### config.mk
export PLATFORM = sky130hd
export DESIGN_NAME = nco_accum_flat
export DESIGN_NICKNAME = d
export VERILOG_FILES = /design/src/rtl/nco_accum_if.sv /design/src/rtl/nco_accum.sv /design/src/flat_wrapper.sv
export SDC_FILE = /design/constraint.sdc
export NUM_CORES = 1
export LEC_CHECK = 0
export CORE_UTILIZATION = 52
export CTS_BUF_LIST = sky130_fd_sc_hd__clkbuf_8
export DETAILED_ROUTE_END_ITERATION = 6
export DONT_BUFFER_PORTS = 1
export PLACE_DENSITY = 0.7
export REMOVE_ABC_BUFFERS = 1
export SLEW_MARGIN = 20
export SYNTH_ARGS = -nofsm -noshare
export SYNTH_HDL_FRONTEND = slang
export SYNTH_SLANG_ARGS = --single-unit
### constraint.sdc
create_clock -name clk -period 6.6 [get_ports clk]
set_clock_uncertainty 0.05 [all_clocks]
set_input_delay 1.65 -clock clk [delete_from_list [all_inputs] [get_ports clk]]
set_output_delay 1.65 -clock clk [all_outputs]
set_load 0.005 [all_outputs]
### src/rtl/nco_accum_if.sv
// Control/phase bus of the NCO core: byte-wide register writes, commit/sync/enable strobes,
// packed phase words and per-channel wrap pulses. No handshake; everything sampled every edge.
interface nco_accum_if #(
  parameter int NCH   = 2,
  parameter int OUT_W = 8
);
  logic                   en;
  logic [7:0]             data;
  logic                   wr;
  logic [7:0]             addr;
  logic                   commit;
  logic                   sync;
  logic [NCH*OUT_W-1:0]   phase;
  logic [NCH-1:0]         wrap;

  modport master (
    output en, data, wr, addr, commit, sync,
    input  phase, wrap
  );

  modport slave (
    input  en, data, wr, addr, commit, sync,
    output phase, wrap
  );
endinterface

### src/rtl/nco_accum.sv
// Multi-channel NCO phase accumulator with double-buffered increment/offset; commit-to-phase 2 clocks.
// No backpressure: writes, commit, sync and en are sampled every edge; phase/wrap are registered.
module nco_accum #(
  parameter int NCH   = 2,
  parameter int ACC_W = 24,
  parameter int OUT_W = 8
) (
  input  logic       clk,
  input  logic       rst_n,
  nco_accum_if.slave bus
);
  localparam int NB = ACC_W / 8;

  typedef logic [ACC_W-1:0] word_t;

  word_t sh_inc_q  [NCH];
  word_t sh_inc_d  [NCH];
  word_t sh_off_q  [NCH];
  word_t sh_off_d  [NCH];
  word_t act_inc_q [NCH];
  word_t act_inc_d [NCH];
  word_t act_off_q [NCH];
  word_t act_off_d [NCH];
  word_t acc_q     [NCH];
  word_t acc_d     [NCH];

  logic [NCH-1:0]       carry_q, carry_d;
  logic [NCH-1:0]       wrap_q, wrap_d;
  logic [NCH*OUT_W-1:0] phase_q, phase_d;

  logic [ACC_W:0]       sum;
  word_t                pos;
  logic [31:0]          addr_w;

  always_comb begin
    sh_inc_d  = sh_inc_q;
    sh_off_d  = sh_off_q;
    act_inc_d = act_inc_q;
    act_off_d = act_off_q;
    acc_d     = acc_q;
    carry_d   = '0;
    wrap_d    = carry_q;
    phase_d   = phase_q;
    sum       = '0;
    pos       = '0;
    addr_w    = {24'd0, bus.addr};

    // Commit takes the pre-write shadow; a same-cycle write still lands in the shadow below.
    if (bus.commit) begin
      act_inc_d = sh_inc_q;
      act_off_d = sh_off_q;
    end

    for (int c = 0; c < NCH; c++) begin
      // Addresses past the last channel match nothing and are dropped.
      for (int b = 0; b < NB; b++) begin
        if (bus.wr && addr_w == 32'(c*2*NB + b))
          sh_inc_d[c][b*8 +: 8] = bus.data;
        if (bus.wr && addr_w == 32'(c*2*NB + NB + b))
          sh_off_d[c][b*8 +: 8] = bus.data;
      end

      sum = {1'b0, acc_q[c]} + {1'b0, act_inc_q[c]};
      if (bus.sync) begin
        acc_d[c] = '0;
      end else if (bus.en) begin
        acc_d[c]   = sum[ACC_W-1:0];
        carry_d[c] = sum[ACC_W];
      end

      // Offset is applied every cycle so an offset commit shows even while frozen.
      pos = acc_q[c] + act_off_q[c];
      phase_d[c*OUT_W +: OUT_W] = OUT_W'(pos >> (ACC_W - OUT_W));
    end
  end

  always_ff @(posedge clk or negedge rst_n) begin
    if (!rst_n) begin
      for (int c = 0; c < NCH; c++) begin
        sh_inc_q[c]  <= '0;
        sh_off_q[c]  <= '0;
        act_inc_q[c] <= '0;
        act_off_q[c] <= '0;
        acc_q[c]     <= '0;
      end
      carry_q <= '0;
      wrap_q  <= '0;
      phase_q <= '0;
    end else begin
      sh_inc_q  <= sh_inc_d;
      sh_off_q  <= sh_off_d;
      act_inc_q <= act_inc_d;
      act_off_q <= act_off_d;
      acc_q     <= acc_d;
      carry_q   <= carry_d;
      wrap_q    <= wrap_d;
      phase_q   <= phase_d;
    end
  end

  assign bus.phase = phase_q;
  assign bus.wrap  = wrap_q;
endmodule

### src/flat_wrapper.sv
// flat-port wrapper written by rule: the top's interface ports become plain ports
module nco_accum_flat 
#(
  parameter int NCH   = 2,
  parameter int ACC_W = 24,
  parameter int OUT_W = 8
)
  (clk, rst_n, bus_en, bus_data, bus_wr, bus_addr, bus_commit, bus_sync, bus_phase, bus_wrap);
  nco_accum_if #(.NCH(NCH), .OUT_W(OUT_W)) bus_i ();
  input  logic clk;
  input  logic rst_n;
  input wire logic [$bits(bus_i.en)-1:0] bus_en;
  input wire logic [$bits(bus_i.data)-1:0] bus_data;
  input wire logic [$bits(bus_i.wr)-1:0] bus_wr;
  input wire logic [$bits(bus_i.addr)-1:0] bus_addr;
  input wire logic [$bits(bus_i.commit)-1:0] bus_commit;
  input wire logic [$bits(bus_i.sync)-1:0] bus_sync;
  output wire logic [$bits(bus_i.phase)-1:0] bus_phase;
  output wire logic [$bits(bus_i.wrap)-1:0] bus_wrap;
  assign bus_i.en = bus_en;
  assign bus_i.data = bus_data;
  assign bus_i.wr = bus_wr;
  assign bus_i.addr = bus_addr;
  assign bus_i.commit = bus_commit;
  assign bus_i.sync = bus_sync;
  assign bus_phase = bus_i.phase;
  assign bus_wrap = bus_i.wrap;
  nco_accum #(.NCH(NCH), .ACC_W(ACC_W), .OUT_W(OUT_W)) u_core (.clk(clk), .rst_n(rst_n), .bus(bus_i));
endmodule
# ---- After elaboration in Yosys (flattened, before gate mapping)
# Cells that the tools add are included.
dict set report classes {
  n_addsub 4
  n_eq_ne 11
  n_mux 8
  n_reduce_logical 14
}
# cell count
set ops {}
lappend ops {{24-bit two-way mux} 4}
lappend ops {{24-bit by 24-bit adder with 25-bit output} 2}
lappend ops {{24-bit adder} 2}
lappend ops {{8-bit by 3-bit == test with 1-bit output (second input constant)} 4}
lappend ops {{8-bit by 4-bit == test with 1-bit output (second input constant)} 4}
lappend ops {{8-bit by 2-bit == test with 1-bit output (second input constant)} 2}
lappend ops {{1-bit logical AND} 12}
lappend ops {{8-bit by 1-bit == test with 1-bit output (second input constant)} 1}
lappend ops {{8-bit logical NOT} 1}
lappend ops {{1-bit two-way mux} 4}
lappend ops {{2-bit nonzero test} 1}
dict set report totals {
  ff_bits 260
  in_bits 22
  out_inout_bits 18
  word_cells 58
}

# ---- Depth between registers and ports, before layout
dict set report depth {
  ltp_word 3
  ltp_mapped 9
  ltp_nobuf 9
}

# ---- Worst setup path before layout
# OpenSTA, ideal clock, no wires.
dict set report synth_path {
  kind {input to register}
  from {input bus_addr[5]}
  to {register u_core.sh_inc_q[32] (netlist name)}
  setup_time_ns 0.125
  arrival_ns 3.317
  required_time_ns 6.425
  setup_slack_ns 3.108
  stages 5
  cell_sequence {or4_4 or3_1 buf_2 nor3_4 mux2_2}
}
dict set report synth_between {
  elab_chain_cells 2
}
# element line_no
set synth_rtl {}
lappend synth_rtl {{start: declaration} flat_wrapper.sv:15} ;# input wire logic [$bits(bus_i.addr)-1:0] bus_addr;
lappend synth_rtl {{8-bit by 1-bit == test with 1-bit output} nco_accum.sv:57} ;# if (bus.wr && addr_w == 32'(c*2*NB + b))
lappend synth_rtl {{1-bit logical AND} nco_accum.sv:57}
lappend synth_rtl {{end signal: assignment} nco_accum.sv:90} ;# sh_inc_q <= sh_inc_d;
lappend synth_rtl {{end: declaration} nco_accum.sv:16} ;# word_t sh_inc_q [NCH];
# Every way passes these cells.
# A chain may end at the register's enable or synchronous reset.

# ---- Final worst setup path
dict set report layout_path {
  from {input bus_addr[5]}
  to {register u_core.sh_inc_q[46] (netlist name)}
}
dict set report layout_between {
  elab_chain_cells 2
}
# element line_no
set layout_rtl {}
lappend layout_rtl {{8-bit by 2-bit == test with 1-bit output} nco_accum.sv:57}
lappend layout_rtl {{1-bit logical AND} nco_accum.sv:57}
# Every way passes these cells.

==> metrics.md <==
| Metric | Value |
|---|---|
| Reg power frac | 50.3% |
| Outcome | finished clean |
| Setup WS pre-CTS | 2.92 ns |
| DR DRC count | 0 |
| Int Power | 0.00262 W |
| Cell variety after synth | 60 |
| Post-CTS Setup Bufs | 0 |
| Origin of the critical flop-to-flop path | u_core.acc_q[24] |
| FMAX | 319 MHz |
| Antenna-violating nets left | 0 |
| Clk sink count | 260 |
| Area leader, netlist | dfrtp_1 |
| Hold WC Path Type | flip-flop to flip-flop |
| Worst-path fanout max | 8 |
| Initial antenna violation count | 0 |
| Worst Setup EP | u_core.sh_inc_q[46] |
| Finished Layout Cells | 1517 |
| Max Slew Vio Count | 0 |
| Crit Path Category | primary input to flip-flop |
| Clock root cell | clkbuf_8 |
| Total CTS buffers | 45 |
| Die Wd | 163 um |
| Final-report hold violation count | 0 |
| CTS tree | done |
| Clock Latency Late Sink | 0.55 ns |
| Capturing point of the worst reg2reg path | u_core.acc_q[42] |
| I/O pins | 40 |
| Reg2reg path depth | 9 |
| CP arrival | 3.50 ns |
| Final setup margin | 3.47 ns |
| Number of global-route vias before repair | 9201 |
| Top_reg_cell synth | dfrtp_1 |
| Yosys reg bits | 260 |
| Die Height | 163 um |
| Cell Rows | 58 |
| Via-to-Cell Ratio | 5.94 |
| Drt wl/cell | 19.2 um |
| Syn_area_per_cell | 11.7 um2 |
| H-tree depth | 2 |
| Worst-path clk slew | 0.06 ns |
| Post-synth EDFFs | 0 |
| # hold bufs at CTS | 0 |
| Ys async rst share | 100% |
| Die footprint | 26500 um2 |
| Vias after detailed routing | 9004 |
| RSZ-0062 raised after global routing | false |
| Synth top area cells | dfrtp_1, mux2_2, ha_1 |
| GPL Wtd Cong | 0.864 |
| Starting density of the core | 53.2% |
| Startpoint types | primary input |
| Post-synth top cells | dfrtp_1, mux2_2, ha_1 |
| DPL Wire Length | 19300 um |
| Flop2flop setup slack | 3.52 ns |
| CP Capture Type | flip-flop |
| First-pass GRT wire length | 48200 um |
| Clk pwr share | 42.6% |
| Final setup TNS | 0 ns |
| Final WL | 29100 um |
| Drt first-iter violations | 598 |
| Relative slew slack | 49.7% |
| Switching portion of total power | 23.7% |
| DRT Pass-1 Iters | 5 |
| P&R area growth vs syn | 8.77% |
| Register area share after synthesis | 48.4% |
| N_diodes | 0 |
| Synth warnings | 0 |
| Core footprint | 25300 um2 |
| GRT Resource Usage Total | 23.1% |
| CTS resizes | 0 |
| Crit path time final | 3.13 ns |
| VDD IR max | 0.159 mV |
| I/O Buffers | 0 |
| Worst setup path startpoint | bus_addr[5] |
| NetSw | 0.000815 W |
| Top-area cell type share of the netlist area | 48.4% |
| Nets | 1270 |
| Most common cell in the synthesized netlist | dfrtp_1 |
| Req. time, crit path | 6.97 ns |
| Placed cells | 1437 |
| Fin crit share | 47.5% |
| Max Root-Sink Buffers | 3 |
| Synthesized cell area | 13400 um2 |
| Largest net degree at the start of global routing | 261 |
| Leak | 7.53 nW |
| P per Cell Area | 235 nW/um2 |
| Comb pwr share | 7.1% |
| Setup-failing EPs final | 0 |
| Synthesized netlist cell count | 1151 |
| Share of cells above drive strength 1 | 22.7% |
| Worst slew pin tran | 0.753 ns |
| Grt ovf | 0 |
| Max-cap violations | 0 |
registers in the layout, indices dropped and copies added, names as in the netlist:
name / flops
u_core.acc_q: 48
u_core.act_inc_q: 48
u_core.act_off_q: 48
u_core.bus.phase: 16
u_core.bus.wrap: 2
u_core.carry_q: 2
u_core.sh_inc_q: 48
u_core.sh_off_q: 48
area by class of cell:
cell class	instances	area [um2]
timing repair buffer	1	7.51
multi-input combinational	833	6730
sequential	260	6510
fill	2173	10600
clock inverter	22	115
inverter	13	48.8
clock buffer	58	798
tap	330	413
power groups by stage:
stage / clock (W) / combinational, W / sequential, W
finish: 0.00147 / 0.000244 / 0.00173
global route: 0.00158 / 0.000274 / 0.00174
CTS: 0.00150 / 0.000244 / 0.00173
detailed placement: 0 / 0.000242 / 0.00176
global placement: 0 / 0.000233 / 0.00176
floorplan: 0 / 0.000203 / 0.00174
cell families (layout without fill, tap and decap cells):
logic type	after synthesis	in the layout	synth area share (%)
AO/OA/AOI/OAI	254	254	12.1
AND/OR/NAND/NOR	226	226	8.35
adder cells (fa/ha/maj)	94	94	8.86
flip-flops	260	260	48.4
multiplexers	210	210	17.4
buffers and inverters	58	94	1.63
XOR/XNOR	49	49	3.19
metrics by stage:
step                      total power, W  util [%]  hold slack, ns  area (um2)
after global placement           0.00199      54.2           0.283       13700
after CTS                        0.00348      57.8           0.304       14600
after detailed placement         0.00200      54.2           0.290       13700
after global routing             0.00359      57.9           0.314       14600
final                            0.00344      57.9           0.301       14600
after floorplan                  0.00194         -           0.281       13300
routing by layer:
layer	track usage [%]	vias up	routed length (um)
met1	31.8	4489	13400
met5	0	-	0
met2	37.1	205	13600
met3	4.43	51	1420
li1	-	4259	-
met4	6.37	0	571
critical path, cell delays in order:
cell	delay, ns
or4_4	0.58
or3_1	0.46
nor3_4	0.42
mux2_2	0.39
worst min-delay path by stage:
stage / slack (ns) / cells past startpoint / end / start
after global placement: 0.28 / 0 / u_core.bus.wrap[0] / u_core.carry_q[0]
after detailed placement: 0.29 / 0 / u_core.bus.wrap[0] / u_core.carry_q[0]
after global routing: 0.31 / 0 / u_core.bus.wrap[0] / u_core.carry_q[0]
final: 0.30 / 0 / u_core.bus.wrap[1] / u_core.carry_q[1]
after floorplan: 0.28 / 0 / u_core.bus.wrap[0] / u_core.carry_q[0]
after CTS: 0.30 / 0 / u_core.bus.wrap[1] / u_core.carry_q[1]
layout by cell type (no fill, tap or decap), drive strengths merged, types with 25 or more instances in the layout:
| cell | synthesis | routed |
|---|---|---|
| dfrtp | 260 | 260 |
| mux2 | 192 | 192 |
| ha | 92 | 92 |
| nand2 | 67 | 67 |
| a21oi | 67 | 67 |
| o21ai | 62 | 62 |
| nor2 | 62 | 62 |
| clkbuf | 41 | 58 |
| inv | 13 | 31 |
| xor2 | 25 | 25 |
Power figures use the tool's default switching activity.
